`config.mk`:
```
export PLATFORM = sky130hd
export DESIGN_NAME = mux_rr_scheduler
export DESIGN_NICKNAME = d
export VERILOG_FILES = /design/src/rtl/mux_sched_pkg.sv /design/src/rtl/mux_4to1.sv /design/src/rtl/rr_pick.sv /design/src/rtl/mux_rr_scheduler.sv
export SDC_FILE = /design/constraint.sdc
export NUM_CORES = 1
export LEC_CHECK = 0
export CORE_ASPECT_RATIO = 1.4
export CORE_MARGIN = 5
export CORE_UTILIZATION = 30
export DETAILED_ROUTE_END_ITERATION = 8
export HOLD_SLACK_MARGIN = 0.15
export RECOVER_POWER = 25
export SYNTH_ARGS = -nofsm -noshare
export SYNTH_HDL_FRONTEND = slang
export SYNTH_SLANG_ARGS = --single-unit
```
`constraint.sdc`:
```
create_clock -name clk -period 3.85 [get_ports clk]
set_input_delay 0.77 -clock clk [delete_from_list [all_inputs] [get_ports clk]]
set_output_delay 0.77 -clock clk [all_outputs]
set_load 0.005 [all_outputs]
```
`src/rtl/mux_sched_pkg.sv`:
```
// Shared types, sizes and helpers for the round-robin mux scheduler.
package mux_sched_pkg;

    localparam int N_REQ = 4;
    localparam int SEL_W = 2;

    typedef enum logic {
        IDLE  = 1'b0,
        GRANT = 1'b1
    } state_t;

    function automatic logic [N_REQ-1:0] onehot(input logic [SEL_W-1:0] sel);
        logic [N_REQ-1:0] v;
        v = '0;
        v[sel] = 1'b1;
        return v;
    endfunction

endpackage

```
`src/rtl/mux_4to1.sv`:
```
// Gate-level 4:1 mux: y = d[s]. Built from primitives so it maps one-to-one onto cells.
module mux_4to1 (
    input  logic [3:0] d,
    input  logic [1:0] s,
    output logic       y
);

    wire s0_n;
    wire s1_n;
    wire t0;
    wire t1;
    wire t2;
    wire t3;

    not n0 (s0_n, s[0]);
    not n1 (s1_n, s[1]);

    and g0 (t0, d[0], s0_n, s1_n);
    and g1 (t1, d[1], s[0], s1_n);
    and g2 (t2, d[2], s0_n, s[1]);
    and g3 (t3, d[3], s[0], s[1]);

    assign y = t0 | t1 | t2 | t3;

endmodule

```
`src/rtl/rr_pick.sv`:
```
// Rotating-priority encoder: searches last_ptr+1 .. last_ptr+4 (mod 4), so the
// previous owner is always considered last.
module rr_pick
    import mux_sched_pkg::*;
(
    input  logic [N_REQ-1:0] req,
    input  logic [SEL_W-1:0] last_ptr,
    output logic             any,
    output logic [SEL_W-1:0] pick
);

    logic [SEL_W-1:0] cand1;
    logic [SEL_W-1:0] cand2;
    logic [SEL_W-1:0] cand3;
    logic [SEL_W-1:0] cand4;

    // Two-bit adds wrap naturally, giving the mod-4 search order.
    assign cand1 = last_ptr + 2'd1;
    assign cand2 = last_ptr + 2'd2;
    assign cand3 = last_ptr + 2'd3;
    assign cand4 = last_ptr;

    always_comb begin
        any  = 1'b1;
        pick = last_ptr;
        if (req[cand1]) begin
            pick = cand1;
        end else if (req[cand2]) begin
            pick = cand2;
        end else if (req[cand3]) begin
            pick = cand3;
        end else if (req[cand4]) begin
            pick = cand4;
        end else begin
            any = 1'b0;
        end
    end

endmodule

```
`src/rtl/mux_rr_scheduler.sv`:
```
// Round-robin owner selection for the shared 4:1 mux, with a bounded burst per
// grant and a valid/ready downstream port.
module mux_rr_scheduler
    import mux_sched_pkg::*;
#(
    parameter int MAX_BURST = 8,
    parameter int CNT_W     = 8
) (
    input  logic             clk,
    input  logic             rst_n,
    input  logic [N_REQ-1:0] req,
    input  logic [N_REQ-1:0] x,
    output logic [SEL_W-1:0] a,
    output logic [N_REQ-1:0] grant,
    output logic             out_data,
    output logic             out_valid,
    input  logic             out_ready,
    output logic             busy
);

    // Handshake: a beat moves when out_valid && out_ready on a rising edge.
    // out_valid is the owner's live request, so an owner dropping req withdraws
    // valid in the same cycle and that cycle never counts as a transfer.

    state_t           state;
    logic [CNT_W-1:0] burst_cnt;
    logic [SEL_W-1:0] last_ptr;
    logic             any;
    logic [SEL_W-1:0] pick;
    logic             transfer;
    logic             last_beat;
    logic             exit_evt;

    rr_pick u_pick (
        .req      (req),
        .last_ptr (last_ptr),
        .any      (any),
        .pick     (pick)
    );

    mux_4to1 u_mux (
        .d (x),
        .s (a),
        .y (out_data)
    );

    assign busy      = (state == GRANT);
    assign out_valid = busy && req[a];
    assign transfer  = out_valid && out_ready;
    assign last_beat = (burst_cnt == CNT_W'(MAX_BURST - 1));
    assign exit_evt  = busy && ((transfer && last_beat) || !req[a]);

    always_ff @(posedge clk or negedge rst_n) begin
        if (!rst_n) begin
            state     <= IDLE;
            a         <= '0;
            grant     <= '0;
            burst_cnt <= '0;
            last_ptr  <= SEL_W'(N_REQ - 1);
        end else begin
            case (state)
                IDLE: begin
                    if (any) begin
                        a         <= pick;
                        grant     <= onehot(pick);
                        last_ptr  <= pick;
                        burst_cnt <= '0;
                        state     <= GRANT;
                    end
                end
                GRANT: begin
                    if (exit_evt) begin
                        burst_cnt <= '0;
                        if (any) begin
                            // Hand over without an idle bubble; may re-grant the same owner.
                            a        <= pick;
                            grant    <= onehot(pick);
                            last_ptr <= pick;
                        end else begin
                            grant <= '0;
                            state <= IDLE;
                        end
                    end else if (transfer) begin
                        burst_cnt <= burst_cnt + 1'b1;
                    end
                end
                default: begin
                    state <= IDLE;
                    grant <= '0;
                end
            endcase
        end
    end

    a_grant_onehot0 : assert property (@(posedge clk) disable iff (!rst_n)
        $onehot0(grant));

    a_grant_iff_state : assert property (@(posedge clk) disable iff (!rst_n)
        (grant != '0) == (state == GRANT));

    a_grant_matches_sel : assert property (@(posedge clk) disable iff (!rst_n)
        (state == GRANT) |-> (grant == onehot(a)));

endmodule
```
== After elaboration in Yosys (flattened, before gate mapping) ==
Cells that the tools add are included.

* $mul: 0
* Shifts and indexed selects: 0
* $lt $le $gt $ge: 7
* Reduce and logical (&&, ||, !) cells: 13
* Equality and inequality tests: 4
* Div/mod/pow operators: 0
* Bitwise operators: 6
* Add/subtract/negate cells: 4
* Muxes and demuxes: 36

{| class="wikitable"
|+ Operator list
! kind !! number
|-
| $mux W8 || 3
|-
| $lt A2 B3 Y1 const B || 6
|-
| $pmux W8 S2 || 1
|-
| $mux W2 || 7
|-
| $mux W1 || 12
|-
| $mux W4 || 3
|-
| $reduce_and A3 Y1 || 4
|-
| $bmux W1 S2 || 5
|-
| $add A8 B1 Y8 const B || 1
|-
| $eq A8 B3 Y1 const B || 1
|-
| $pmux W2 S2 || 2
|-
| $pmux W4 S2 || 1
|-
| $logic_and A1 B1 Y1 || 5
|-
| $add A2 B2 Y2 const B || 2
|-
| $reduce_and A2 Y1 || 2
|-
| $ne A3 B1 Y1 const B || 1
|-
| $not A1 Y1 || 3
|-
| $or A1 B1 Y1 || 3
|-
| $add A2 B1 Y2 const B || 1
|-
| $demux W1 S2 || 1
|-
| $ge A2 B1 Y1 const B || 1
|-
| $ne A2 B1 Y1 const B || 1
|-
| $ne A2 B2 Y1 const B || 1
|-
| $pmux W1 S2 || 1
|-
| other kinds (2) || 2
|}

* Flip-flop bits (word level): 17
* Input bits: 11
* Output and inout port bits: 9
* Memories kept: 0
* Bits in writable memories: 0
* ROM bits: 0
* Latch bits: 0

== Logic depth before layout (Yosys ltp) ==
Gate-level depths: netlist of run 1.

* Depth after elaboration: 13
* Gate-level depth with buffers: 6

== Cells and area by module ==
Synthesis of run 1 repeated with hierarchy kept, for this count alone.

* Cell total of the unflattened synthesis: 92
* Area, all modules: 948.4 µm²

{| class="wikitable"
|+ By module, submodules not included
! module !! cells each !! seq. area each (µm²) !! area an instance (µm²) !! instances
|-
| mux_rr_scheduler || 77 || 427.9 || 843.3 || 1
|-
| rr_pick || 14 || 0.0 || 82.6 || 1
|-
| mux_4to1 || 1 || 0.0 || 22.5 || 1
|}

== Worst setup path before layout of run 1 ==
OpenSTA, ideal clock, no wires.

* Kind: input port to flip-flop
* Start point: input port req[3]
* End point: register burst_cnt[0]
* Arrival time: 2123 ps
* Cell stages on the path: 6
* Slack: 1602 ps
* Buffers on the path: 2
* Data required time: 3725 ps
* Cell sequence: or4_1 -> clkbuf_1 -> nor2_1 -> buf_2 -> nor2_1 -> mux2_2

* Longest elaborated chain between the ends: 9

{| class="wikitable"
|+ RTL lines
! item !! RTL line !! source
|-
| start: declaration || mux_rr_scheduler.sv:11 || <nowiki>input logic [N_REQ-1:0] req,</nowiki>
|-
| parallel branches: the longest is 9 deep, another holds $bmux W1 S2 || - ||
|-
| end signal: assignment || mux_rr_scheduler.sv:84 || <nowiki>burst_cnt <= burst_cnt + 1'b1;</nowiki>
|-
| end: declaration || mux_rr_scheduler.sv:26 || <nowiki>logic [CNT_W-1:0] burst_cnt;</nowiki>
|}

Several ways; the timed one is not identified. The select of a mux whose other input is x is not followed.
A chain may end at the register's enable or synchronous reset.

== Worst setup path in the final report of run 1 ==
* Start point: input port req[3]
* End point: output port out_valid

* Longest elaborated chain between the ends: 3

{| class="wikitable"
|+ RTL lines
! item !! RTL line !! source
|-
| $bmux W1 S2 || mux_rr_scheduler.sv:48 || <nowiki>assign out_valid = busy && req[a];</nowiki>
|-
| $mux W1 (not written as such) || mux_rr_scheduler.sv:48 ||
|-
| $logic_and A1 B1 Y1 || mux_rr_scheduler.sv:48 ||
|-
| end: declaration || mux_rr_scheduler.sv:16 || <nowiki>output logic out_valid,</nowiki>
|}

No other way between the ends. The select of a mux whose other input is x is not followed.

==> results of run 1 <==
## through the flow
stage	power [W]	utilization, %	hold WS [ps]	area (sq um)	setup WS (ps)
detailed placement	0.000685	39.0	499	1240	716
floorplan	0.000527	-	472	1000	1600
global placement	0.000678	39.0	485	1240	712
global route	0.000882	40.4	529	1290	610
finish	0.000808	40.4	506	1290	692
CTS	0.000819	40.4	510	1290	703
## final cells by class
| type | count | area (sq um) | area share [%] |
|---|---|---|---|
| timing repair buffer | 21 | 205 | 15.9 |
| multi-input combinational | 73 | 538 | 41.8 |
| tap | 39 | 48.8 | 3.79 |
| clock buffer | 4 | 45.0 | 3.50 |
| sequential | 17 | 428 | 33.2 |
| inverter | 6 | 22.5 | 1.75 |
## power by group through the flow
stage	clock (W)	combinational, W	sequential, W
finish	0.000132	0.000388	0.000288
global route	0.000146	0.000437	0.000299
CTS	0.000136	0.000394	0.000289
detailed placement	0	0.000392	0.000292
global placement	0	0.000388	0.000290
floorplan	0	0.000245	0.000282
## synthesized netlist by cell type, types with 3 or more instances
| cell type | count | area, sq um |
|---|---|---|
| dfrtp_1 | 15 | 375 |
| a21oi_1 | 8 | 40.0 |
| or4_1 | 7 | 52.6 |
| inv_1 | 6 | 22.5 |
| nand3_1 | 6 | 30.0 |
| o21ai_0 | 6 | 30.0 |
| o31ai_1 | 6 | 45.0 |
| mux2i_1 | 4 | 40.0 |
| nand2b_1 | 4 | 25.0 |
| nand2_1 | 3 | 11.3 |
| nor2_1 | 3 | 11.3 |
| o32ai_1 | 3 | 26.3 |
## metal layers
layer / part of all wire, % / wire length, um / up-vias / GRT usage (%)
met5: 0 / 0 / - / 0
met4: 0.94 / 22 / 0 / 3.85
met3: 7.4 / 175 / 4 / 2.79
met2: 47 / 1100 / 23 / 18.4
met1: 45 / 1060 / 420 / 15.2
li1: - / - / 432 / -
## tightest hold or removal path, delay by kind of cell, from the launching register on
family	cells	cell delay [ps]
muxes	1	60
buffers and inverters	1	60
DFF	1	390
## layout by cell type (no fill, tap or decap), types with 2 or more instances in the layout
| cell type | synthesis | final |
|---|---|---|
| mux2_4 | 2 | 2 |
| o32ai_1 | 3 | 3 |
| clkbuf_8 | 0 | 3 |
| and3_1 | 2 | 2 |
| nand2_1 | 3 | 3 |
| or3_1 | 2 | 2 |
| mux2i_1 | 4 | 4 |
| nand2b_1 | 4 | 4 |
| nor3_1 | 2 | 2 |
| buf_4 | 0 | 2 |
| a32o_1 | 2 | 2 |
| inv_1 | 6 | 6 |
| a21oi_1 | 8 | 8 |
| or4_1 | 7 | 7 |
| o21ai_0 | 6 | 6 |
| clkdlybuf4s50_1 | 0 | 18 |
| nor2_1 | 3 | 3 |
| dfstp_2 | 2 | 2 |
| dfrtp_1 | 15 | 15 |
| o31ai_1 | 6 | 6 |
| nand3_1 | 6 | 6 |
## sequential cells by signal, summed over array words and instances, names as in the netlist
register and flops:
grant 4, a 2, burst_cnt 8, busy 1, last_ptr 2
## worst max path at each step
| stage | from | to | slack (ps) | depth (start not counted) |
|---|---|---|---|---|
| after floorplan | req[3] | burst_cnt[0]$_DFFE_PN0P_ | 1600 | 6 |
| final | req[3] | out_valid | 690 | 5 |
| after global placement | req[3] | out_valid | 710 | 5 |
| after global routing | req[1] | out_valid | 610 | 5 |
| after detailed placement | req[3] | out_valid | 720 | 5 |
| after CTS | req[3] | out_valid | 700 | 5 |
## cell families (layout without fill, tap and decap cells)
group | count (synthesis) | count (layout) | share of synthesized area (%)
and+or+nand+nor | 33 | 33 | 20.1
AOI/OAI and AO/OA | 31 | 31 | 22.0
DFF | 17 | 17 | 42.7
buffers and inverters | 9 | 31 | 3.50
muxes | 8 | 8 | 10.4
adders and majority gates | 1 | 1 | 1.25
==> results.yml, run 1 <==
setup_path:
  worstPathRequired_ps: 3080
  crit_top_cell: "clkdlybuf4s50_1"
  cp.arrival_ps: 2390
  path_delay_family: "buffers and inverters"
  cp_max_fo: 5
  reg2reg_slack_ps: 1530
  cp_slowest_stage_delay_ps: 540
  end_kind: "output port"
  worstRegToRegCells: 4
  cp_slowest_cell: "clkdlybuf4s50_1"
  reg2reg_from: "burst_cnt[3]$_DFFE_PN0P_"
  worst_setup_path_start_kind: "input pin"
  crit_chain: "clkdlybuf4s50_1 -> mux2i_1 -> o22a_1 -> inv_1 -> clkdlybuf4s50_1"
  rr_endpoint: "a[0]$_DFFE_PN0P_"
  critPathKind: "input pin to output port"
  path_buf_inv: 3
sta:
  maxSlewViolCount: 0
  worstMarginPinSlew_ps: 781
  slew_headroom_pct: 47.8
  fmax_mhz: 317
  fin_crit_ps: 3160
  final.setup.tns_ps: 0
  min_period_over_period_pct: 82.0
  rsz0062_at_grt: "no"
  fin_skew_ps: 2.76
  final_hold_viol_count: 0
  setup_viol: 0
power_and_ir_drop:
  power.density_nw_per_um2: 628
  leakage_nw: 0.529
  cellInternalPower_w: 0.000523
  clkPwrFrac_pct: 16.3
  seqPwrFrac_pct: 35.6
  pwr-share-comb_pct: 48.1
  p_sw_w: 0.000286
  switching_share_pct: 35.3
  irDropWorstVdd_v: 0.000315
synth:
  async_reset_ff_share_pct: 100
  synth-edff-count: 0
  syn_area_sq_um: 1000
  yosys_warnings: 0
  syn_avg_cell_area_sq_um: 10.1
  synth_cell_types: 33
  synth_top_flop_cell: "dfrtp_1"
  ys_seq_area_share_pct: 42.8
  synth_nets: 111
  ys_ff_latch: 17
  synthCells: 99
final_layout:
  finalNetCount: 134
  finalNonFillerCells: 160
  area_growth_pct: 28.6
  drive_gt1_share_pct: 12.4
  diodes: 0
  n_fill_cell: 333
grt:
  grt-ovfl-total: 0
  track_usage_pct: 11.6
  first_global_vias: 945
  grt_max_degree: 18
  antenna_found_initial: 0
  grt_pass1_wl_um: 4330
clock_network:
  cts_tree: "done"
  postCtsSetupBuffers: 0
  post_cts_resized: 0
  cts.sinks: 17
  cts_hold_buffers: 0
  clockBufferDepth: 2
  cts.clk_slew.worst_paths_ps: 60
  cts_max_level: 1
  clkLatencyLatePin_ps: 250
  cts-root-buf: "clkbuf_8"
  numCtsBuffers: 3
detailed_routing:
  antenna_left: 0
  drt_first_pass_iters: 4
  vias_per_cell: 5.49
  drtIter0Drc: 49
  drt-wirelength-per-cell_um: 14.7
  via_count: 879
  wl_um: 2350
  drc: 0
placement:
  io_buffers: 19
  place_inst: 156
  hpwlAfterDp_um: 1780
  globalplace.congestion: 0.864
floorplanning:
  initial_core_util_pct: 31.4
  ios: 20
  die_w_um: 58.8
  core_sq_um: 3180
  rows: 24
  die_area_sq_um: 4610
  die_h_um: 78.3
worst_hold_path:
  min_path_type: "flop to flop"
  holdPathEnd: "last_ptr[1]$_DFFE_PN1P_"
  worstHoldStart: "last_ptr[1]$_DFFE_PN1P_"
  holdPathStages: 2
outcome:
  run_status: "complete, no violations"
run:
  drv_cap: 0
No activity file was read; power rests on OpenSTA's default activity.
==> run 2: changes to the inputs <==
- clock period: 3.85 -> 3.15 ns (I/O delays scaled with it)
==> results.yml, run 2 (synthesis gave the netlist of run 1 again) <==
power_and_ir_drop:
  cellInternalPower_w: 0.000636
  total_power_w: 0.000988
  pwr-share-comb_pct: 48.0
  power.density_nw_per_um2: 767
  leakage_nw: 0.532
  clkPwrFrac_pct: 16.2
  p_sw_w: 0.000352
  seqPwrFrac_pct: 35.8
  irDropWorstVdd_v: 0.000355
  switching_share_pct: 35.7
floorplanning:
  ios: 20
  initial_core_util_pct: 31.4
  core_sq_um: 3180
  die_w_um: 58.8
  die_h_um: 78.3
  rows: 24
  die_area_sq_um: 4610
clock_network:
  cts_max_level: 1
  numCtsBuffers: 3
  cts.sinks: 17
  clockBufferDepth: 2
  cts_tree: "done"
  cts.clk_slew.worst_paths_ps: 70
  cts-root-buf: "clkbuf_8"
  post_cts_resized: 0
  cts_hold_buffers: 0
  postCtsSetupBuffers: 0
  clkLatencyLatePin_ps: 250
outcome:
  run_status: "complete, no violations"
sta:
  rsz0062_at_grt: "no"
  min_period_over_period_pct: 91.0
  final.setup.tns_ps: 0
  setup_viol: 0
  worstMarginPinSlew_ps: 791
  slew_headroom_pct: 47.1
  final_hold_viol_count: 0
  fin_skew_ps: 3.82
  fin_crit_ps: 2870
  maxSlewViolCount: 0
  fmax_mhz: 349
grt:
  grt_max_degree: 18
  first_global_vias: 904
  grt_pass1_wl_um: 4110
  antenna_found_initial: 0
  grt-ovfl-total: 0
  track_usage_pct: 11.2
setup_path:
  worst_setup_path_start_kind: "input pin"
  cp.arrival_ps: 2240
  worstPathRequired_ps: 2520
  critPathKind: "input pin to output port"
  end_kind: "output port"
  cp_max_fo: 5
final_layout:
  final_common_cell: "clkdlybuf4s50_1"
  final_cell_mix: "18 x clkdlybuf4s50_1, 15 x dfrtp_1, 8 x a21oi_1"
  top_register: "burst_cnt"
  area_growth_pct: 28.8
  drive_gt1_share_pct: 13.2
  largest_register_ffs: 8
  diodes: 0
  finalNetCount: 134
  largestRegisters: "burst_cnt: 8 flops, grant: 4 flops"
worst_hold_path:
  min_path_type: "flop to flop"
detailed_routing:
  antenna_left: 0
  via_count: 884
  drtIter0Drc: 37
  drc: 0
  drt-wirelength-per-cell_um: 14.8
  wl_um: 2370
  vias_per_cell: 5.53
  drt_first_pass_iters: 4
run:
  drv_cap: 0
placement:
  globalplace.congestion: 0.845
  io_buffers: 19
  hpwlAfterDp_um: 1810
run 2: cell count changes in the layout (fill, tap and decap cells not counted), sizes merged:
cell	before	now
clkbuf	4	3
clkinv	0	1
run 2: cell type report:
cell class | instances | area, sq um
clock buffers | 3 | 41.3
flip-flops and latches | 17 | 428
fillers | 332 | 1890
well taps | 39 | 48.8
multi-input cells | 73 | 538
inverters | 6 | 22.5
clock inverters | 1 | 5.00
repair buffers | 21 | 205
run 2: worst max-delay path, cell delays in order:
cell and delay, ps:
clkdlybuf4s50_1 550, mux2i_1 130, o22a_1 220, inv_1 170, clkdlybuf4s50_1 540
run 2: metrics by stage:
| step | util, % | hold slack, ps | instance area [sq um] | setup WS (ps) | std cells |
|---|---|---|---|---|---|
| after global placement | 39.0 | 486 | 1240 | 294 | 156 |
| final | 40.5 | 507 | 1290 | 285 | 160 |
| after global routing | 40.5 | 526 | 1290 | 199 | 160 |
| after CTS | 40.5 | 511 | 1290 | 280 | 160 |
| after floorplan | - | 334 | 1000 | 963 | 99 |
| after detailed placement | 39.0 | 498 | 1240 | 295 | 156 |
run 2: power groups by stage:
| stage | clock (W) | combinational [W] | sequential [W] |
|---|---|---|---|
| finish | 0.000160 | 0.000475 | 0.000353 |
| global placement | 0 | 0.000473 | 0.000354 |
| floorplan | 0 | 0.000300 | 0.000345 |
| global route | 0.000176 | 0.000525 | 0.000364 |
| CTS | 0.000169 | 0.000483 | 0.000354 |
| detailed placement | 0 | 0.000478 | 0.000358 |
run 2: path summary, 6_finish.rpt:
kind                                          start                  endpoint  slack, ps  depth (start not counted)
min                            grant[1]$_DFFE_PN0P_      grant[1]$_DFFE_PN0P_        510                          1
max                                          req[1]                 out_valid        280                          5
min reg2reg                    grant[1]$_DFFE_PN0P_      grant[1]$_DFFE_PN0P_        510                          1
max reg2reg                burst_cnt[3]$_DFFE_PN0P_          a[0]$_DFFE_PN0P_        830                          4
max in group asynchronous                     rst_n  burst_cnt[2]$_DFFE_PN0P_       1750                          1
min in group asynchronous                     rst_n  burst_cnt[4]$_DFFE_PN0P_        910                          1
run 2: per-layer routing:
| metal | share of wire (%) | track usage [%] | routed length (um) | vias to the layer above |
|---|---|---|---|---|
| li1 | - | - | - | 428 |
| met1 | 43 | 13.3 | 1010 | 422 |
| met2 | 49 | 19.2 | 1160 | 30 |
| met3 | 7.0 | 2.30 | 166 | 4 |
| met4 | 1.2 | 4.08 | 29 | 0 |
| met5 | 0 | 0 | 0 | - |
==> run 3: changes to the inputs <==
- clock period: 3.15 -> 3 ns (I/O delays scaled with it)
==> results.yml, run 3 (synthesis gave the netlist of run 1 again) <==
outcome:
  run_status: "complete, no violations"
floorplanning:
  die_w_um: 58.8
  rows: 24
  die_area_sq_um: 4610
  die_h_um: 78.3
  core_sq_um: 3180
  ios: 20
  initial_core_util_pct: 31.4
detailed_routing:
  via_count: 882
  drc: 0
  antenna_left: 0
  drt_first_pass_iters: 4
  vias_per_cell: 5.51
  drtIter0Drc: 25
  wl_um: 2310
  drt-wirelength-per-cell_um: 14.4
clock_network:
  cts_max_level: 1
  cts.sinks: 17
  clkLatencyLatePin_ps: 250
  clockBufferDepth: 2
  cts-root-buf: "clkbuf_8"
  cts.clk_slew.worst_paths_ps: 70
  numCtsBuffers: 3
  cts_tree: "done"
  postCtsSetupBuffers: 0
  cts_hold_buffers: 0
  post_cts_resized: 0
sta:
  final_hold_viol_count: 0
  fin_crit_ps: 2840
  min_period_over_period_pct: 94.5
  fin_skew_ps: 4.56
  slew_headroom_pct: 48.2
  rsz0062_at_grt: "no"
  worstMarginPinSlew_ps: 775
  setup_viol: 0
  final.setup.tns_ps: 0
  maxSlewViolCount: 0
  fmax_mhz: 353
power_and_ir_drop:
  switching_share_pct: 35.7
  total_power_w: 0.00104
  cellInternalPower_w: 0.000668
  clkPwrFrac_pct: 16.4
  p_sw_w: 0.000370
  power.density_nw_per_um2: 805
  seqPwrFrac_pct: 35.7
  pwr-share-comb_pct: 47.9
  irDropWorstVdd_v: 0.000440
  leakage_nw: 0.532
placement:
  hpwlAfterDp_um: 1730
  io_buffers: 19
  place_inst: 156
  globalplace.congestion: 0.870
setup_path:
  cp_slowest_cell: "clkdlybuf4s50_1"
  worstPathRequired_ps: 2400
  worst_setup_path_start_kind: "input pin"
  reg2reg_slack_ps: 670
  startpoint: "req[3]"
  rr_endpoint: "a[0]$_DFFE_PN0P_"
  crit_top_cell: "clkdlybuf4s50_1"
  cp-endpoint: "out_valid"
  crit_chain: "clkdlybuf4s50_1 -> mux2i_1 -> o22a_1 -> inv_1 -> clkdlybuf4s50_1"
  cp.arrival_ps: 2240
  critPathKind: "input pin to output port"
  cp_slowest_stage_delay_ps: 540
  worstRegToRegCells: 4
  end_kind: "output port"
  reg2reg_from: "burst_cnt[3]$_DFFE_PN0P_"
  cp_max_fo: 5
grt:
  track_usage_pct: 10.5
  grt_pass1_wl_um: 3840
  grt-ovfl-total: 0
  grt_max_degree: 18
  antenna_found_initial: 0
  first_global_vias: 815
run:
  drv_cap: 0
final_layout:
  final_common_cell: "clkdlybuf4s50_1"
  largestRegisters: "burst_cnt: 8 flops, grant: 4 flops"
  area_growth_pct: 28.8
  finalNetCount: 134
  top_register: "burst_cnt"
  drive_gt1_share_pct: 13.2
  final_cell_mix: "18 x clkdlybuf4s50_1, 15 x dfrtp_1, 8 x a21oi_1"
  diodes: 0
  largest_register_ffs: 8
  finalNonFillerCells: 160
  fin_util_pct: 40.5
  n_fill_cell: 325
worst_hold_path:
  min_path_type: "flop to flop"
-- run 3: area by class of cell --
| class | count | area (sq um) | area share, % |
|---|---|---|---|
| clock buffer | 3 | 41.3 | 3.20 |
| clock inverter | 1 | 5.00 | 0.388 |
| timing repair buffer | 21 | 205 | 15.9 |
| tap | 39 | 48.8 | 3.79 |
| sequential | 17 | 428 | 33.2 |
| multi-input combinational | 73 | 538 | 41.7 |
| inverter | 6 | 22.5 | 1.75 |
-- run 3: how the worst min path moves through the flow --
stage | startpoint | end | depth (start not counted)
final | grant[1]$_DFFE_PN0P_ | grant[1]$_DFFE_PN0P_ | 1
after global routing | grant[0]$_DFFE_PN0P_ | grant[0]$_DFFE_PN0P_ | 1
after CTS | grant[1]$_DFFE_PN0P_ | grant[1]$_DFFE_PN0P_ | 1
after detailed placement | grant[1]$_DFFE_PN0P_ | grant[1]$_DFFE_PN0P_ | 1
after global placement | grant[0]$_DFFE_PN0P_ | grant[0]$_DFFE_PN0P_ | 1
after floorplan | rst_n | a[0]$_DFFE_PN0P_ | 0
-- run 3: per-stage QoR --
| stage | worst slack (ps) | hold WS [ps] | cell area [sq um] |
|---|---|---|---|
| floorplan | 813 | 304 | 1000 |
| finish | 164 | 494 | 1290 |
| CTS | 168 | 498 | 1290 |
| global placement | 203 | 485 | 1240 |
| global route | 63.0 | 513 | 1290 |
| detailed placement | 180 | 481 | 1240 |
-- run 3: power groups by stage --
stage	clock network, W	logic, W	registers [W]
after floorplan	0	0.000315	0.000362
after global placement	0	0.000498	0.000373
after detailed placement	0	0.000502	0.000376
after CTS	0.000179	0.000504	0.000373
after global routing	0.000191	0.000546	0.000382
final	0.000170	0.000497	0.000371
-- run 3: routing by layer --
layer  vias up  wire (um)  global-route usage [%]
met1       420       1010                    13.4
met4         0         21                    4.08
met5         -          0                       0
met2        28       1110                    17.0
li1        432          -                       -
met3         2        163                    2.13
-- run 3: critical path, delay by kind of cell --
| family | cells | cell delay (ps) |
|---|---|---|
| buffers and inverters | 3 | 1260 |
| AO/OA/AOI/OAI | 1 | 250 |
| multiplexers | 1 | 120 |
